File: src/rtl/multdiv_pkg.sv
// Shared types and constants for the multi-cycle signed multiplier/divider.
// Used by the iteration step and by the top-level FSM.
package multdiv_pkg;

  localparam int WIDTH = 32;
  localparam int ITERS = 32;
  localparam int CNT_W = 6;

  localparam logic [WIDTH-1:0] INT_MIN = 32'h8000_0000;

  typedef enum logic [1:0] {
    IDLE,
    MUL,
    DIV,
    DONE
  } state_t;

  // Unsigned magnitude of a two's-complement word; INT_MIN maps to 2^31, which still fits unsigned.
  function automatic logic [WIDTH-1:0] magnitude(input logic [WIDTH-1:0] v);
    return v[WIDTH-1] ? (~v + WIDTH'(1)) : v;
  endfunction

endpackage

File: src/rtl/mult_div_step.sv
// One combinational iteration shared by multiply (shift-add) and divide (restoring).
// hi/lo form the accumulator for MUL and the partial remainder / dividend-quotient pair for DIV.
module mult_div_step
  import multdiv_pkg::*;
(
  input  logic             div_mode,
  input  logic [WIDTH:0]   hi,
  input  logic [WIDTH-1:0] lo,
  input  logic [WIDTH-1:0] operand,
  output logic [WIDTH:0]   hi_next,
  output logic [WIDTH-1:0] lo_next
);

  logic [WIDTH:0] sum;
  logic [WIDTH:0] rem_sh;
  logic [WIDTH:0] trial;
  logic           fits;

  // NOTE: every signal written here is assigned on every path, so no latch can be inferred.
  always_comb begin
    sum    = hi + ({1'b0, operand} & {(WIDTH+1){lo[0]}});
    rem_sh = {hi[WIDTH-1:0], lo[WIDTH-1]};
    trial  = rem_sh - {1'b0, operand};
    fits   = (rem_sh >= {1'b0, operand});

    if (div_mode) begin
      hi_next = fits ? trial : rem_sh;
      lo_next = {lo[WIDTH-2:0], fits};
    end else begin
      // Carry out of the add shifts into the top of the accumulator.
      hi_next = {1'b0, sum[WIDTH:1]};
      lo_next = {sum[0], lo[WIDTH-1:1]};
    end
  end

endmodule

File: src/rtl/multdiv_unit.sv
// Multi-cycle signed 32-bit multiplier/divider with fixed 33-edge latency.
// Works on magnitudes and applies the result sign and overflow check in the DONE state.
module multdiv_unit
  import multdiv_pkg::*;
(
  input  logic             clock,
  input  logic             reset_n,
  input  logic             ctrl_MULT,
  input  logic             ctrl_DIV,
  input  logic [WIDTH-1:0] data_operandA,
  input  logic [WIDTH-1:0] data_operandB,
  output logic [WIDTH-1:0] data_result,
  output logic             data_exception,
  output logic             data_resultRDY,
  output logic             busy
);

  state_t             state;
  logic [CNT_W-1:0]   count;
  logic [WIDTH:0]     hi;
  logic [WIDTH-1:0]   lo;
  logic [WIDTH-1:0]   operand;
  logic               neg;
  logic               div_zero;
  logic               is_div;

  logic [WIDTH:0]     hi_next;
  logic [WIDTH-1:0]   lo_next;
  logic [2*WIDTH-1:0] prod_mag;
  logic [2*WIDTH-1:0] prod;
  logic [WIDTH-1:0]   quot;
  logic [WIDTH-1:0]   fin_result;
  logic               fin_exc;
  logic               start;

  assign start = ctrl_MULT | ctrl_DIV;

  mult_div_step u_step (
    .div_mode (state == DIV),
    .hi       (hi),
    .lo       (lo),
    .operand  (operand),
    .hi_next  (hi_next),
    .lo_next  (lo_next)
  );

  always_comb begin
    prod_mag   = {hi[WIDTH-1:0], lo};
    prod       = neg ? (~prod_mag + (2*WIDTH)'(1)) : prod_mag;
    quot       = neg ? (~lo + WIDTH'(1)) : lo;
    fin_result = prod[WIDTH-1:0];
    // The product fits in 32 signed bits only if bits 63..31 are a pure sign extension.
    fin_exc    = ~((&prod[2*WIDTH-1:WIDTH-1]) | ~(|prod[2*WIDTH-1:WIDTH-1]));
    if (is_div) begin
      if (div_zero) begin
        fin_result = '0;
        fin_exc    = 1'b1;
      end else begin
        fin_result = quot;
        // A positive quotient of magnitude 2^31 only arises from INT_MIN / -1.
        fin_exc    = (lo == INT_MIN) & ~neg;
      end
    end
  end

  // NOTE: sequential state uses non-blocking assignments so every register samples pre-edge values.
  always_ff @(posedge clock or negedge reset_n) begin
    if (!reset_n) begin
      state          <= IDLE;
      count          <= '0;
      hi             <= '0;
      lo             <= '0;
      operand        <= '0;
      neg            <= 1'b0;
      div_zero       <= 1'b0;
      is_div         <= 1'b0;
      data_result    <= '0;
      data_exception <= 1'b0;
      data_resultRDY <= 1'b0;
      busy           <= 1'b0;
    end else begin
      data_resultRDY <= 1'b0;

      case (state)
        MUL, DIV: begin
          hi    <= hi_next;
          lo    <= lo_next;
          count <= count + CNT_W'(1);
          if (count == CNT_W'(ITERS - 1)) state <= DONE;
        end
        DONE: begin
          data_result    <= fin_result;
          data_exception <= fin_exc;
          data_resultRDY <= 1'b1;
          busy           <= 1'b0;
          state          <= IDLE;
        end
        default: ;
      endcase

      // A start in any state wins over the transitions above; DONE still publishes.
      if (start) begin
        state    <= ctrl_MULT ? MUL : DIV;
        count    <= '0;
        hi       <= '0;
        lo       <= magnitude(data_operandA);
        operand  <= magnitude(data_operandB);
        neg      <= data_operandA[WIDTH-1] ^ data_operandB[WIDTH-1];
        div_zero <= (data_operandB == '0);
        is_div   <= ~ctrl_MULT;
        busy     <= 1'b1;
      end
    end
  end

endmodule

File: config.mk
export PLATFORM = sky130hd
export DESIGN_NAME = multdiv_unit
export DESIGN_NICKNAME = d
export VERILOG_FILES = /design/src/rtl/multdiv_pkg.sv /design/src/rtl/mult_div_step.sv /design/src/rtl/multdiv_unit.sv
export SDC_FILE = /design/constraint.sdc
export NUM_CORES = 1
export LEC_CHECK = 0
export BUFFER_PORTS_ARGS = -buffer_cell sky130_fd_sc_hd__buf_2
export CORE_ASPECT_RATIO = 0.7
export CORE_MARGIN = 8
export CORE_UTILIZATION = 35
export CTS_BUF_LIST = sky130_fd_sc_hd__clkbuf_16
export DETAILED_ROUTE_END_ITERATION = 6
export HOLD_SLACK_MARGIN = 0.05
export PLACE_DENSITY_LB_ADDON = 0.3
export SLEW_MARGIN = 5
export SYNTH_ARGS = -nofsm -noshare
export SYNTH_HDL_FRONTEND = slang
export SYNTH_SLANG_ARGS = --single-unit
File: constraint.sdc
create_clock -name clock -period 11.9 [get_ports clock]
set_input_delay 2.38 -clock clock [delete_from_list [all_inputs] [get_ports clock]]
set_output_delay 2.38 -clock clock [all_outputs]
set_load 0.05 [all_outputs]
==> impl_metrics.py, run 1 <==
metrics = {
    "run_status": {
        "status": "complete, no violations",
    },
    "yosys": {
        "synthXorXnorAreaFrac_pct": 11.3,
        "ys_seq_area_share_pct": 27.4,
        "ys_ff_latch": 143,
        "netlist_area_um2": 13100,
        "synth-compound-area-share_pct": 25.5,
        "yosysTopAreaCellShare_pct": 27.4,
        "yosys.area_share.simple_pct": 19.1,
        "synth_common_cells": "nor2_1, dfrtp_1, nand2_1",
        "synthTopCellsByArea": "dfrtp_1, xor2_1, ha_1",
        "syn-num-nets": 1804,
        "synth_top_family_by_area": "compound AO/OA/AOI/OAI gates",
        "synth-edff-count": 0,
        "synth_warnings": 0,
        "synth_largest_area_cell": "dfrtp_1",
        "synth-async-reset-ratio_pct": 100,
        "syn_inst": 1664,
        "muxShareOfSynthArea_pct": 3.76,
        "syn_area_per_cell_um2": 7.85,
        "synth_most_common_cell": "nor2_1",
        "ys.flop_type": "dfrtp_1",
        "synth_cell_types": 74,
        "synthAdderAreaFrac_pct": 7.01,
    },
    "die": {
        "coreArea_um2": 37000,
        "die-area_um2": 43900,
        "die_h_um": 178,
        "rows": 59,
        "die_w_um": 247,
        "ios": 103,
        "initial_utilization_pct": 35.3,
    },
    "layout": {
        "fin_area_um2": 14500,
        "nets": 1836,
        "num-fill-cells": 3781,
        "multi_input_area_um2": 8750,
        "register_area_um2": 3580,
        "antenna_cells": 0,
        "layout-drive-gt1-share_pct": 10.1,
        "area_delta_synth_final_pct": 11.2,
    },
    "clock_network": {
        "cts-htree-levels": 4,
        "cts_tree": "built",
        "clk_pin_slew_ns": 0.07,
        "cts_resized": 0,
        "cts_setup_buffers": 0,
        "root_buffer": "clkbuf_16",
        "cts_made_buffers": 17,
        "clock-sinks": 143,
        "clkLatencyLatePin_ns": 0.44,
        "clock_path_buffers": 2,
        "cts_hold_buf": 0,
    },
    "route": {
        "drt_pass1_iterations": 5,
        "wl_per_cell_um": 18.6,
        "vias": 12428,
        "drt_iter0_drc": 1168,
        "antenna_left": 0,
        "vias_per_cell": 5.66,
        "drc": 0,
        "wirelength_mm": 40.8,
    },
    "timing": {
        "max-slew-margin-rel_pct": 23.9,
        "finalCritPeriodShare_pct": 45.7,
        "whs_ns": 0.482,
        "skew_ns": 0.0115,
        "max_freq_ghz": 0.184,
        "slew_viol_final": 0,
        "rsz0062_at_grt": "no",
        "setup_tns_ns": 0,
        "hold_violations": 0,
        "tightest_slew_ns": 1.13,
        "fin_crit_ns": 5.44,
        "finalSetupViolCount": 0,
    },
    "place": {
        "gp_congestion": 0.958,
        "place.port_buffers": 102,
        "dpl_cell_area_um2": 13900,
        "place_hpwl_mm": 30.4,
    },
    "worst_setup_path": {
        "worstSetupPathType": "in2reg",
        "critPathCaptureType": "register",
        "cp.arrival_ns": 5.74,
        "worstPathRequired_ns": 12.20,
        "crit_fanout": 4,
        "crit_path_start_kind": "input pin",
    },
    "grt": {
        "grt_pass1_wl_mm": 64.6,
        "grt_max_degree": 78,
        "grt_pass1_vias": 11618,
        "antenna_found_initial": 2,
        "grt-ovfl-total": 0,
        "grt_use_total_pct": 18.3,
    },
    "power": {
        "irDropWorstVdd_v": 0.0000956,
        "leakagePower_nw": 6.40,
        "power_density_nw_per_um2": 132,
    },
    "hold_path": {
        "hold_path_class": "reg2reg",
    },
    "flow_run": {
        "maxCapViolCount": 0,
    },
}
[critical path, cell delays in order]
cell     delay (ns)
buf_2          0.11
or3_1          0.40
or3_1          0.37
or4_1          0.48
or4_1          0.49
or3_1          0.41
or4_1          0.50
o41ai_1        0.34
xor2_1         0.18
a21oi_1        0.08
[power breakdown]
part | switching [W] | leakage, nW | internal, W
Combinational | 0.000484 | 4.33 | 0.000243
Sequential | 0.0000785 | 1.78 | 0.000554
Clock | 0.000255 | 0.292 | 0.000299
[per-stage QoR]
stage | power, W | utilization [%] | std cells | setup slack, ns
2_1_floorplan | 0.00116 | - | 1664 | 6.44
3_3_place_gp | 0.00135 | 37.7 | 2165 | 6.05
3_5_place_dp | 0.00136 | 37.7 | 2165 | 6.02
4_1_cts | 0.00193 | 39.3 | 2197 | 6.48
5_1_grt | 0.00203 | 39.3 | 2197 | 6.31
6_report | 0.00191 | 39.3 | 2197 | 6.46
[metal layers]
metal / global-route usage [%] / wire length [um]
met5: 0 / 16
met4: 4.75 / 716
met3: 3.49 / 2550
met2: 27.2 / 17400
met1: 26.6 / 20100
[sequential cells by signal (all words and copies together), names as in the netlist]
name,count
operand,32
is_div,1
busy,1
data_exception,1
data_result,32
neg,1
state,2
hi,33
data_resultRDY,1
lo,32
count,6
div_zero,1
[kinds of logic after synthesis]
logic type	after synthesis
AND/OR/NAND/NOR	516
buffers and inverters	204
XOR/XNOR	168
AO/OA/AOI/OAI	512
multiplexers	49
adder cells (fa/ha/maj)	72
flip-flops	143
[layout make-up]
class | count | share of cell area [%]
Clock buffer | 17 | 2.93
Clock inverter | 15 | 1.16
Inverter | 100 | 2.58
Multi-Input combinational cell | 1317 | 60.2
Sequential cell | 143 | 24.6
Tap cell | 488 | 4.20
Timing Repair Buffer | 117 | 4.33
[final timing paths]
kind,depth (start not counted),from,end,slack (ns)
min in group asynchronous,1,reset_n,data_result[20],1.95
worst min register to register,2,operand[8],operand[8],0.48
worst max register to register,13,lo[0],data_exception,7.13
worst max-delay path,10,data_operandA[1],lo[27],6.46
worst min-delay path,2,operand[8],operand[8],0.48
max in group asynchronous,2,reset_n,operand[23],8.58
[cell usage in the layout, fill, tap and decap left out, types with 6 or more instances in the layout]
| cell | count |
|---|---|
| a211oi_1 | 43 |
| a21o_1 | 31 |
| a21oi_1 | 97 |
| a31oi_1 | 16 |
| a32oi_1 | 6 |
| and3_1 | 9 |
| buf_2 | 101 |
| buf_4 | 15 |
| clkbuf_16 | 17 |
| dfrtp_1 | 142 |
| ha_1 | 69 |
| inv_1 | 98 |
| mux2i_1 | 48 |
| nand2_1 | 140 |
| nand2b_1 | 28 |
| nand3_1 | 28 |
| nand4_1 | 15 |
| nor2_1 | 156 |
| nor2b_1 | 9 |
| nor3_1 | 28 |
| nor4_1 | 18 |
| o211ai_1 | 9 |
| o21a_1 | 11 |
| o21ai_0 | 131 |
| o21ai_1 | 9 |
| o21bai_1 | 7 |
| o22ai_1 | 38 |
| o31ai_1 | 37 |
| o41ai_1 | 24 |
| or3_1 | 30 |
| or4_1 | 26 |
| xnor2_1 | 50 |
| xor2_1 | 118 |
(Power assumes the default switching activity.)
==> run 2, diff against run 1 <==
--- a/config.mk
+++ b/config.mk
@@ -5,6 +5,7 @@
 export SDC_FILE = /design/constraint.sdc
 export NUM_CORES = 1
 export LEC_CHECK = 0
+export ABC_AREA = 1
 export BUFFER_PORTS_ARGS = -buffer_cell sky130_fd_sc_hd__buf_2
 export CORE_ASPECT_RATIO = 0.7
 export CORE_MARGIN = 8
==> constraint.sdc (replaced) <==
create_clock -name clock -period 5.36 [get_ports clock]
set_input_delay 1.072 -clock clock [delete_from_list [all_inputs] [get_ports clock]]
set_output_delay 1.072 -clock clock [all_outputs]
set_load 0.05 [all_outputs]
==> impl_metrics.py, run 2 <==
metrics = {
    "clock_network": {
        "cts_setup_buffers": 0,
        "cts_resized": 0,
        "cts-htree-levels": 4,
        "clk_pin_slew_ns": 0.07,
        "clock-sinks": 143,
        "clkLatencyLatePin_ns": 0.47,
        "cts_tree": "built",
        "cts_hold_buf": 0,
        "root_buffer": "clkbuf_16",
        "clock_path_buffers": 2,
        "cts_made_buffers": 17,
    },
    "route": {
        "drt_iter0_drc": 2258,
        "vias_per_cell": 5.56,
        "wirelength_mm": 62.9,
        "antenna_left": 0,
        "drt_pass1_iterations": 5,
        "drc": 0,
        "wl_per_cell_um": 20.7,
        "vias": 16849,
    },
    "yosys": {
        "synth_largest_area_cell": "dfrtp_1",
        "syn_area_per_cell_um2": 6.01,
        "synth_warnings": 0,
        "synth-edff-count": 0,
        "yosysTopAreaCellShare_pct": 24.7,
        "synth_cell_types": 58,
        "ys.flop_type": "dfrtp_1",
        "ys_seq_area_share_pct": 24.7,
        "synth-async-reset-ratio_pct": 100,
        "syn_inst": 2413,
        "syn-num-nets": 2553,
        "netlist_area_um2": 14500,
        "ys_ff_latch": 143,
        "synth_common_cells": "nand2_1, nor2_1, inv_1",
        "synthTopCellsByArea": "dfrtp_1, nand2_1, nor2_1",
        "synth_most_common_cell": "nand2_1",
    },
    "layout": {
        "num-fill-cells": 4510,
        "regMostFlops": "hi",
        "layout-drive-gt1-share_pct": 8.05,
        "layout_common_cells": "nand2_1, nor2_1, inv_1, o21ai_0, nand3_1",
        "antenna_cells": 0,
        "nets": 2613,
        "largest_reg_flops": 33,
        "area_delta_synth_final_pct": 10.7,
        "final_common_cell": "nand2_1",
        "final_util_pct": 39.2,
        "fin_area_um2": 16100,
    },
    "timing": {
        "finalSetupViolCount": 0,
        "max-slew-margin-rel_pct": 28.5,
        "hold_violations": 0,
        "rsz0062_at_grt": "no",
        "finalCritPeriodShare_pct": 67.4,
        "max_freq_ghz": 0.277,
        "slew_viol_final": 0,
        "fin_crit_ns": 3.61,
        "tightest_slew_ns": 1.07,
        "setup_tns_ns": 0,
        "skew_ns": 0.0206,
    },
    "worst_setup_path": {
        "critPathCaptureType": "register",
        "worstPathRequired_ns": 5.66,
        "worstSetupPathType": "reg2reg",
        "crit_fanout": 34,
        "crit_path_start_kind": "register",
        "cp.arrival_ns": 3.92,
    },
    "flow_run": {
        "maxCapViolCount": 0,
    },
    "power": {
        "clkPwrFrac_pct": 17.4,
        "sw_frac_of_total_pct": 55.8,
        "internal-power_w": 0.00309,
        "irDropWorstVdd_v": 0.000286,
        "p_seq_share_pct": 26.8,
        "pwr-share-comb_pct": 55.8,
        "switchingPower_w": 0.00390,
        "power_density_nw_per_um2": 435,
        "leakagePower_nw": 8.02,
    },
    "grt": {
        "grt-ovfl-total": 0,
        "grt_use_total_pct": 25.3,
        "antenna_found_initial": 0,
        "use_met3_pct": 6.12,
        "use_met1_pct": 41.2,
        "grt_pass1_vias": 15049,
        "grt.busiest_layer": "met1",
        "grt_max_degree": 104,
        "grt_pass1_wl_mm": 94.5,
        "grtUsageMet2_pct": 32.4,
    },
    "place": {
        "gp_congestion": 1.03,
        "dpl_cell_area_um2": 15500,
        "place_hpwl_mm": 51.0,
        "place.port_buffers": 102,
    },
    "die": {
        "initial_utilization_pct": 35.4,
        "coreArea_um2": 41000,
        "ios": 103,
        "rows": 62,
        "die_h_um": 186,
        "die-area_um2": 48300,
        "die_w_um": 259,
    },
    "run_status": {
        "status": "complete, no violations",
    },
    "hold_path": {
        "hold_path_class": "reg2reg",
    },
}
-- run 2: changes by cell type after synthesis, moves of 48 or more --
cell	change
a21oi_1	+51
inv_1	+183
mux2i_1	-48
nand2_1	+530
nand3_1	+145
nor2_1	+171
o21ai_0	+104
xor2_1	-85
-- run 2: path summary, 6_finish.rpt --
check / from / endpoint / slack, ns / cells after the start
worst max register to register: lo[0] / hi[9] / 1.75 / 19
worst max-delay path: lo[0] / hi[9] / 1.75 / 19
min in group asynchronous: reset_n / busy / 0.75 / 1
worst min-delay path: data_result[31] / data_result[31] / 0.48 / 2
max in group asynchronous: reset_n / operand[5] / 3.47 / 2
worst min register to register: data_result[31] / data_result[31] / 0.48 / 2
-- run 2: area by class of cell --
class | count | area, um2 | share of cell area, %
clock buffer | 17 | 425 | 2.65
tap | 544 | 681 | 4.24
clock inverter | 15 | 151 | 0.942
inverter | 286 | 1070 | 6.68
sequential | 143 | 3580 | 22.3
multi-input combinational | 1913 | 9560 | 59.5
timing repair buffer | 112 | 592 | 3.68
-- run 2: worst max-delay path, cell delays in order (launching register included) --
cell and delay [ns]:
dfrtp_1 0.36, buf_4 0.39, nand2_1 0.10, inv_1 0.07, ha_1 0.18, inv_1 0.08
fa_1 0.40, inv_1 0.07, nand2_1 0.05, o21ai_0 0.24, inv_1 0.10, o21ai_0 0.43
inv_1 0.11, o21ai_0 0.34, or2_2 0.18, nand3_1 0.06, nand2_1 0.09, inv_1 0.04
nand3_1 0.06, o21ai_0 0.09
-- run 2: cell families (layout without fill, tap and decap cells) --
group	Yosys count	count (layout)	synth area share, %
compound gates	498	498	18.9
xor+xnor	58	58	3.50
fa+ha+maj	72	72	6.31
buf+inv	357	430	9.52
flops	143	143	24.7
simple gates	1285	1285	37.1
-- run 2: per-stage QoR --
step                total power, W  setup WS, ns  hold WS (ns)  std cells
floorplan                  0.00436          2.44         0.432       2413
global placement           0.00565          1.88         0.450       2998
detailed placement         0.00566          1.74         0.472       2998
CTS                        0.00689          1.72         0.488       3030
global route               0.00742          1.31         0.504       3030
finish                     0.00699          1.75         0.482       3030
-- run 2: power by group through the flow --
stage               Clock (W)  Combinational, W  Sequential, W
finish                0.00122           0.00390        0.00187
global route          0.00128           0.00425        0.00189
global placement            0           0.00379        0.00186
detailed placement          0           0.00380        0.00186
CTS                   0.00123           0.00382        0.00184
floorplan                   0           0.00230        0.00207
-- run 2: layer usage --
layer	share of wire [%]	vias to the layer above
met2	38	852
met4	0.92	0
li1	-	8032
met1	50	7918
met5	0	-
met3	11	47
==> run 3, diff against run 2 <==
==> constraint.sdc (replaced) <==
create_clock -name clock -period 3.3 [get_ports clock]
set_input_delay 0.66 -clock clock [delete_from_list [all_inputs] [get_ports clock]]
set_output_delay 0.66 -clock clock [all_outputs]
set_load 0.05 [all_outputs]
==> impl_metrics.py, run 3 (synthesized netlist as in run 2, its figures left out) <==
metrics = {
    "grt": {
        "grt_pass1_wl_mm": 95.4,
        "grt_use_total_pct": 25.1,
        "antenna_found_initial": 0,
        "grt-ovfl-total": 0,
        "grt_max_degree": 95,
        "grt_pass1_vias": 15551,
    },
    "worst_setup_path": {
        "path_buf_inv": 2,
        "critPathCaptureType": "register",
        "cp_slowest_cell": "dfrtp_1",
        "crit_path_start_kind": "register",
        "slowest_delay_ns": 0.45,
        "cpLargestDelayFamily": "compound AO/OA/AOI/OAI gates",
        "worstSetupPathType": "reg2reg",
        "crit_path_cell_trace": "buf_12 > nand2_1 > inv_1 > ha_1 > a21oi_1 > o21ai_0 > a21oi_1 > nand3_1 > a21oi_1 > xor2_1 > nand2_1 > nand3_1 > nand2_1",
        "crit_fanout": 32,
        "cp.arrival_ns": 3.43,
        "worstPathRequired_ns": 3.65,
    },
    "timing": {
        "setup_tns_ns": 0,
        "rsz0062_at_grt": "no",
        "finalCritPeriodShare_pct": 93.4,
        "slew_viol_final": 0,
        "finalSetupViolCount": 0,
        "max-slew-margin-rel_pct": 32.1,
        "tightest_slew_ns": 1.02,
        "hold_violations": 0,
        "whs_ns": 0.348,
        "fin_crit_ns": 3.08,
        "skew_ns": 0.0172,
        "max_freq_ghz": 0.324,
    },
    "place": {
        "gp_congestion": 1.07,
        "dpl_cell_area_um2": 16000,
        "place.port_buffers": 102,
        "place_hpwl_mm": 50.9,
    },
    "die": {
        "coreArea_um2": 41000,
        "die_h_um": 186,
        "rows": 62,
        "ios": 103,
        "die-area_um2": 48300,
        "die_w_um": 259,
        "initial_utilization_pct": 35.4,
    },
    "route": {
        "wirelength_mm": 62.4,
        "drt_pass1_iterations": 5,
        "drc": 0,
        "antenna_left": 0,
        "wl_per_cell_um": 20.1,
        "vias": 17058,
        "drt_iter0_drc": 2386,
        "vias_per_cell": 5.50,
    },
    "layout": {
        "antenna_cells": 0,
        "area_delta_synth_final_pct": 14.7,
        "largest_reg_flops": 33,
        "fin_area_um2": 16600,
        "layout_common_cells": "nand2_1, nor2_1, inv_1, o21ai_0, nand3_1",
        "nets": 2683,
        "layout-drive-gt1-share_pct": 10.5,
        "regMostFlops": "hi",
        "final_common_cell": "nand2_1",
    },
    "power": {
        "clkPwrFrac_pct": 17.9,
        "irDropWorstVdd_v": 0.000406,
        "power_density_nw_per_um2": 700,
        "sw_frac_of_total_pct": 54.1,
        "switchingPower_w": 0.00630,
        "fin_total_pwr_w": 0.0117,
        "p_seq_share_pct": 24.5,
        "leakagePower_nw": 8.39,
        "internal-power_w": 0.00535,
        "pwr-share-comb_pct": 57.6,
    },
    "run_status": {
        "status": "complete, no violations",
    },
    "clock_network": {
        "root_buffer": "clkbuf_16",
        "clock-sinks": 143,
        "clock_path_buffers": 2,
        "cts_made_buffers": 17,
        "cts_hold_buf": 0,
        "cts_tree": "built",
        "clkLatencyLatePin_ns": 0.45,
        "cts-htree-levels": 4,
        "clk_pin_slew_ns": 0.08,
    },
    "flow_run": {
        "maxCapViolCount": 0,
    },
    "hold_path": {
        "hold_path_class": "in2async",
    },
}
## run 3: changes by cell type in the layout (fill, tap and decap cells not counted), moves of 3 or more
cell	change
buf_4	+68
o21ai_0	-3
clkinv_4	-3
o21ai_1	+3
## run 3: metrics by stage
stage                     util (%)  instances  worst slack [ns]
after detailed placement      39.2       3068            0.0986
after floorplan                  -       2413             0.375
after CTS                     40.6       3100            0.0738
after global placement        39.2       3068             0.121
final                         40.6       3100             0.217
after global routing          40.6       3100           0.00715
## run 3: layout make-up
| class | count | area [um2] |
|---|---|---|
| inverters | 286 | 1070 |
| clock buffers | 17 | 425 |
| well taps | 544 | 681 |
| multi-input cells | 1913 | 9570 |
| repair buffers | 182 | 1140 |
| clock inverters | 15 | 170 |
| flip-flops and latches | 143 | 3580 |
| fillers | 4492 | 24300 |
## run 3: path summary, 6_finish.rpt
check                      slack (ns)  cells past startpoint     endpoint         startpoint
min in group clock               0.44                      2  operand[30]  data_operandB[30]
min reg2reg                      0.47                      1     count[5]           count[5]
max                              0.22                     13       hi[28]              lo[0]
max in group asynchronous        2.10                      2       lo[25]            reset_n
max reg2reg                      0.22                     13       hi[28]              lo[0]
min                              0.35                      1       lo[15]            reset_n
## run 3: repair_timing
action	in CTS	in global routing
endpoints found under the setup margin	0	10
gates resized for setup	0	5
setup buffers	0	0
## run 3: power groups by stage
| stage | registers, W | logic, W | clock network, W |
|---|---|---|---|
| CTS | 0.00282 | 0.00654 | 0.00209 |
| floorplan | 0.00336 | 0.00373 | 0 |
| finish | 0.00286 | 0.00671 | 0.00208 |
| global route | 0.00289 | 0.00729 | 0.00217 |
| global placement | 0.00284 | 0.00648 | 0 |
| detailed placement | 0.00285 | 0.00650 | 0 |
## run 3: metal layers
metal	global-route usage [%]	up-vias	share of wire, %
met5	0	-	0
met4	3.24	0	1.1
met3	7.55	44	13
met2	33.0	834	38
met1	39.7	7979	48
li1	-	8201	-
